## config.mk

```make
export PLATFORM = sky130hd
export DESIGN_NAME = cfs_apb_reg_slave
export DESIGN_NICKNAME = d
export VERILOG_FILES = /design/src/rtl/cfs_apb_reg_slave.sv
export SDC_FILE = /design/constraint.sdc
export NUM_CORES = 1
export LEC_CHECK = 0
export CAP_MARGIN = 10
export CORE_AREA = 2 2 238 240
export DETAILED_ROUTE_END_ITERATION = 8
export DIE_AREA = 0 0 240 242
export HOLD_SLACK_MARGIN = 0.05
export SLEW_MARGIN = 30
export SYNTH_ARGS = -nofsm -noshare
export SYNTH_HDL_FRONTEND = slang
export SYNTH_SLANG_ARGS = --single-unit
```

## constraint.sdc

```tcl
create_clock -name pclk -period 22.9 [get_ports pclk]
set_clock_uncertainty 0.1 [all_clocks]
set_input_delay 4.58 -clock pclk [delete_from_list [all_inputs] [get_ports pclk]]
set_output_delay 4.58 -clock pclk [all_outputs]
set_load 0.1 [all_outputs]
```

## src/rtl/cfs_apb_reg_slave.sv

```systemverilog
// APB slave register bank: parametrised width/count, byte strobes, wait states,
// read-only status registers, pslverr generation and one-cycle write-commit pulses.
module cfs_apb_reg_slave #(
  parameter int unsigned           DATA_WIDTH  = 32,
  parameter int unsigned           ADDR_WIDTH  = 16,
  parameter int unsigned           NUM_REGS    = 8,
  parameter int unsigned           WAIT_STATES = 0,
  parameter logic [NUM_REGS-1:0]   RO_MASK     = '0,
  parameter logic [DATA_WIDTH-1:0] RST_VAL     = '0
) (
  input  logic                           pclk,
  input  logic                           preset,
  input  logic                           psel,
  input  logic                           penable,
  input  logic                           pwrite,
  input  logic [ADDR_WIDTH-1:0]          paddr,
  input  logic [DATA_WIDTH-1:0]          pwdata,
  input  logic [DATA_WIDTH/8-1:0]        pstrb,
  output logic                           pready,
  output logic [DATA_WIDTH-1:0]          prdata,
  output logic                           pslverr,
  input  logic [NUM_REGS*DATA_WIDTH-1:0] hw_status,
  output logic [NUM_REGS*DATA_WIDTH-1:0] reg_q,
  output logic [NUM_REGS-1:0]            reg_wr
);

  localparam int unsigned           NumLanes = DATA_WIDTH / 8;
  localparam int unsigned           LaneBits = $clog2(NumLanes);
  localparam logic [ADDR_WIDTH-1:0] LaneMask = ADDR_WIDTH'((1 << LaneBits) - 1);

  typedef enum logic {StIdle, StAccess} state_e;

  state_e                  state_q, state_d;
  logic [3:0]              cnt_q, cnt_d;
  logic [DATA_WIDTH-1:0]   regs_q [NUM_REGS];
  logic [DATA_WIDTH-1:0]   regs_d [NUM_REGS];
  logic [NUM_REGS-1:0]     reg_wr_q, reg_wr_d;
  logic [ADDR_WIDTH-1:0]   idx;
  logic [NUM_REGS-1:0]     sel_oh;
  logic                    misaligned, out_of_range, ro_write, err;
  logic                    in_access, complete;
  logic [DATA_WIDTH-1:0]   rd_val;

  // Address decode; sel_oh is all-zero when idx falls outside the bank.
  always_comb begin
    idx    = paddr >> LaneBits;
    sel_oh = '0;
    rd_val = '0;
    for (int i = 0; i < NUM_REGS; i++) begin
      sel_oh[i] = (idx == ADDR_WIDTH'(i));
      if (sel_oh[i]) begin
        rd_val = RO_MASK[i] ? hw_status[i*DATA_WIDTH +: DATA_WIDTH] : regs_q[i];
      end
    end
    misaligned   = |(paddr & LaneMask);
    out_of_range = ~|sel_oh;
    ro_write     = pwrite & (|(sel_oh & RO_MASK));
    err          = misaligned | out_of_range | ro_write;
  end

  assign in_access = (state_q == StAccess);
  assign pready    = in_access && (cnt_q == 4'(WAIT_STATES));
  assign complete  = pready & psel & penable;
  assign pslverr   = pready & err;
  assign prdata    = (pready & ~pwrite & ~err) ? rd_val : '0;
  assign reg_wr    = reg_wr_q;

  always_comb begin
    state_d = state_q;
    cnt_d   = cnt_q;
    unique case (state_q)
      StIdle: begin
        if (psel && !penable) begin
          state_d = StAccess;
          cnt_d   = '0;
        end
      end
      StAccess: begin
        // Completion and abort both return to idle; only completion commits.
        if (!psel || !penable || pready) begin
          state_d = StIdle;
        end else begin
          cnt_d = cnt_q + 4'd1;
        end
      end
      default: state_d = StIdle;
    endcase
  end

  always_comb begin
    reg_wr_d = '0;
    for (int i = 0; i < NUM_REGS; i++) begin
      regs_d[i] = regs_q[i];
    end
    if (complete && pwrite && !err) begin
      reg_wr_d = sel_oh;
      for (int i = 0; i < NUM_REGS; i++) begin
        for (int b = 0; b < NumLanes; b++) begin
          if (sel_oh[i] && pstrb[b]) begin
            regs_d[i][8*b +: 8] = pwdata[8*b +: 8];
          end
        end
      end
    end
  end

  always_comb begin
    reg_q = '0;
    for (int i = 0; i < NUM_REGS; i++) begin
      reg_q[i*DATA_WIDTH +: DATA_WIDTH] = RO_MASK[i] ? '0 : regs_q[i];
    end
  end

  always_ff @(posedge pclk or posedge preset) begin
    if (preset) begin
      state_q  <= StIdle;
      cnt_q    <= '0;
      reg_wr_q <= '0;
      for (int i = 0; i < NUM_REGS; i++) begin
        regs_q[i] <= RST_VAL;
      end
    end else begin
      state_q  <= state_d;
      cnt_q    <= cnt_d;
      reg_wr_q <= reg_wr_d;
      for (int i = 0; i < NUM_REGS; i++) begin
        regs_q[i] <= regs_d[i];
      end
    end
  end

endmodule
```

## Word level (Yosys, flattened, before mapping)

Index checks and enable logic that the tools add are counted.

- Flip-flop bits (word level): 269
- Latch bits: 0
- RAM bits: 0
- Memory bits (read-only): 0
- Input bits: 313
- Word-level logic and storage cells: 149
- Memories kept: 0

- $add $sub $neg: 1
- Multiply operators: 0
- Div/mod/pow operators: 0
- Magnitude comparators: 0
- Equality and inequality tests: 9
- Shifts and indexed selects: 0
- Multiplexer cells: 16
- Bitwise gates (word level): 9
- Reduce and logical (&&, ||, !) cells: 79

Operator list:

| kind | count |
|---|---|
| $mux W32 | 9 |
| $reduce_and A2 Y1 | 33 |
| $eq A14 B3 Y1 const B | 4 |
| $logic_and A1 B1 Y1 | 36 |
| $eq A14 B2 Y1 const B | 2 |
| $logic_not A16 Y1 | 1 |
| $eq A14 B1 Y1 const B | 1 |
| $mux W4 | 2 |
| $mux W8 | 1 |
| $pmux W4 S2 | 1 |
| $reduce_or A8 Y1 | 1 |
| $and A1 B1 Y1 | 5 |
| $add A4 B1 Y4 const B | 1 |
| $logic_not A1 Y1 | 4 |
| $logic_not A4 Y1 | 1 |
| $ne A2 B2 Y1 const B | 2 |
| $not A1 Y1 | 3 |
| $logic_or A1 B1 Y1 | 2 |
| $mux W1 | 2 |
| $pmux W1 S2 | 1 |
| $reduce_or A2 Y1 | 1 |
| $or A1 B1 Y1 | 1 |

## Logic depth before layout (Yosys ltp)

- Word-level depth: 10
- Depth in mapped cells: 9
- Depth with buffers taken out: 8

## Least setup slack after synthesis

Ideal clock, no wire load.

- Path type: input-to-output
- Start: input port paddr[11]
- End: output port prdata[12]
- Data arrival time: 8,581 ps
- Required time: 18,220 ps
- Setup slack: 9,639 ps
- Stages: 5
- Path buffers: 1
- Cells stage by stage: nor4_4 nand3_2 or3_1 clkbuf_2 nor4_1

- Cells in the longest elaborated chain, start to end: 10
- Elaborated cells on any way between the ends: 22

Ends and longest elaborated chain:

| element | RTL line | RTL |
|---|---|---|
| start: declaration | 16 | `input logic [ADDR_WIDTH-1:0] paddr,` |
| $logic_not A16 Y1 | 50 | `sel_oh[i] = (idx == ADDR_WIDTH'(i));` |
| $mux W32 (8 in series) | 51 | `if (sel_oh[i]) begin` |
| $mux W32 * | 65 | `assign prdata = (pready & ~pwrite & ~err) ? rd_val : '0;` |
| end: declaration | 20 | `output logic [DATA_WIDTH-1:0] prdata,` |

Mark *: on every way between the ends. The rest lies on a longest branch, timed or not.

## Final worst setup path

- Start: input port paddr[11]
- End: output port prdata[30]

Same word-level chain as after synthesis.

==> qor.yml <==
crit_fanout: 8
fp.coreArea_mm2: 0.0557
port-buffer-count: 354
dr_total_vias: 10100
synthesis.area_per_instance_um2: 12.8
horizontal_extent_of_the_die_um: 240
post-route-drc-count: 0
cts_setup_buffers: 0
synth_cell_types: 43
synth-edff-count: 0
clock_tree_from_tritoncts: "done"
ys.warnings.count: 0
tightest_slew_ps: 1040
place.gp.congestion: 0.841
critPathSlowestCell: "clkdlybuf4s50_1"
core.rowCount: 87
finalCritPeriodShare_pct: 58.8
crit_type: "primary input to primary output"
critical_path.cell_chain: "clkdlybuf4s50_1 -> nor4_4 -> nand3_2 -> or3_1 -> or4_1 -> a21oi_1 -> clkdlybuf4s50_1"
detail_route.wirelength_um: 51800
period_minus_slack_ps: 13480
pin_count: 611
run_status: "completed"
worst-path-buf-inv: 2
grt_usage_pct: 17.6
post_route_cells_drive_above_1_share_pct: 33.9
critical_path.most_common_cell: "clkdlybuf4s50_1"
fin_nets: 1673
drtAntennaViolNets: 0
ys_ff_latch: 269
maximum_number_of_pins_on_one_net_before_global_route_repair: 155
final-setup-viol-count: 0
max-vdd-ir-drop_mv: 0.0489
post_cts_hold_buffer_count: 0
cap_violations: 0
grt_pass1_wl_um: 75300
cp-end-kind: "primary output"
initial_core_util_pct: 23.1
grt_overflow: 0
min_delay_path_class: "flip-flop to flip-flop"
synth_top_flop_cell: "dfrtp_1"
cts_resized: 0
ctsRootBufferMaster: "clkbuf_16"
final-hold-violation-count: 0
worstPathArrival_ps: 8800
leakagePower_nw: 8.33
delay_heaviest_family_cp: "simple AND/OR/NAND/NOR gates"
clk-insertion-delay-late_ps: 520
worst-endpoint-required_ps: 18220
postSynthCellCount: 1003
grt_pass1_vias: 10800
grt_antenna_before_repair: 5
grt_setup_unrepaired: "no"
syn_area_mm2: 0.0129
firstDrtPassIters: 5
setup-tns-final_ps: 0
tritoncts.num_buffers: 34
clock_sinks: 269
place_hpwl_um: 36200
synth_seq_area_share_pct: 52.2
detailed_router_s_first_iteration_violation_count: 649
total_die_area_mm2: 0.0581
power_density_mw_per_mm2: 58.9
clock_path_buffers: 3
slew_hr_pct: 30.7
path_clk_slew_ps: 60
cp_slowest_stage_delay_ps: 1210
worst_setup_sp_type: "primary input"
post_drt_via_cell_ratio: 4.74
syn2layout_area_growth_pct: 41.1
cts.htree.levels: 2
synth_fp_nets: 1318
routed_wire_length_per_instance_um: 24.2
final_util_pct: 32.6
maximum_operating_frequency_ghz: 0.0742
max_slew_violation_total_from_the_final_report: 0
proportion_of_synthesized_flip_flops_having_asynchronous_set_or_reset_pct: 100
fp.dieH_um: 242
state kept, by name, summed over array words and instances, names as in the netlist:
name and cells:
cnt_q 4, in_access 1, reg_wr 8, reg_q 256
placed cells by master, fill, tap and decap left out, drive strengths merged, types with 10 or more instances in the layout:
cell type,count
dfrtp,269
a31oi,28
o221ai,25
mux2i,35
clkbuf,57
nand2,74
clkdlybuf4s50,299
o22ai,15
buf,67
and3,10
a21oi,33
o21ai,33
nor3,12
inv,16
nor2,51
mux2,307
per-layer routing:
metal	share of wire [%]	track usage (%)
met1	43	22.8
met2	43	26.4
met3	13	8.53
met4	1.7	3.96
met5	0.087	0
stage by stage:
stage / setup slack [ps] / std cells / area (µm²) / total power, mW / hold WS, ps
5_1_grt: 9390 / 2137 / 18200 / 1.11 / 427
3_5_place_dp: 9430 / 2076 / 17100 / 0.560 / 396
3_3_place_gp: 9130 / 2076 / 17300 / 0.559 / 388
4_1_cts: 9420 / 2135 / 18200 / 1.09 / 409
6_report: 9420 / 2139 / 18200 / 1.07 / 408
2_1_floorplan: 9640 / 1003 / 12900 / 0.526 / 373
power by group:
| group | switching [mW] | total (mW) | internal [mW] |
|---|---|---|---|
| clock network | 0.210 | 0.519 | 0.309 |
| registers | 0.00268 | 0.481 | 0.478 |
| logic | 0.0486 | 0.0714 | 0.0227 |
| total | 0.262 | 1.07 | 0.809 |
path summary, 6_finish.rpt:
check | depth (start not counted) | slack (ps) | end | from
max | 7 | 9420 | prdata[30] | paddr[11]
min | 1 | 410 | cnt_q[3]$_DFFE_PP0P_ | cnt_q[3]$_DFFE_PP0P_
max reg2reg | 8 | 19800 | reg_q[230]$_DFFE_PP0P_ | cnt_q[0]$_DFFE_PP0P_
min reg2reg | 1 | 410 | cnt_q[3]$_DFFE_PP0P_ | cnt_q[3]$_DFFE_PP0P_
max in group asynchronous | 4 | 17110 | reg_q[68]$_DFFE_PP0P_ | preset
min in group asynchronous | 2 | 4320 | reg_q[87]$_DFFE_PP0P_ | preset
cells by family after synthesis:
group	Yosys count	synth area share, %
mux	345	30.1
flops	269	52.2
simple gates	181	8.58
compound gates	141	6.82
buf+inv	65	2.09
fa+ha+maj	2	0.194
cell usage after synthesis, types with 2 or more instances:
library cell	number	area (µm²)
nor2_1	35	131
mux2_2	303	3410
nor4_4	3	63.8
nand4_1	3	18.8
buf_2	16	80.1
nor2_4	12	135
mux2i_1	35	350
ha_1	2	25.0
nor3_1	9	45.0
mux2_1	4	45.0
nor2_8	3	60.1
nand3_1	5	25.0
nand2b_1	6	37.5
inv_1	14	52.6
o22ai_1	15	93.8
a22o_1	4	35.0
a21oi_1	33	165
mux4_2	3	67.6
a31oi_1	28	175
nand2_2	5	31.3
and3_1	10	62.6
dfrtp_1	269	6730
clkbuf_1	28	105
buf_1	5	18.8
nor4_1	5	31.3
nor3_4	2	32.5
or4_1	2	15.0
nand2_4	8	90.1
or3_1	4	25.0
nand2_1	61	229
and2_0	2	12.5
o221ai_1	25	219
a22oi_1	2	15.0
o21ai_0	33	165
area by class of cell:
cell class	instances	area (µm²)
clock inverter	6	41.3
sequential	269	6730
tap	756	946
multi-input combinational	669	5910
clock buffer	53	1030
timing repair buffer	370	3470
fill	5649	37600
inverter	14	60.1
antenna	2	5.00
No activity file was read; power rests on OpenSTA's default activity.
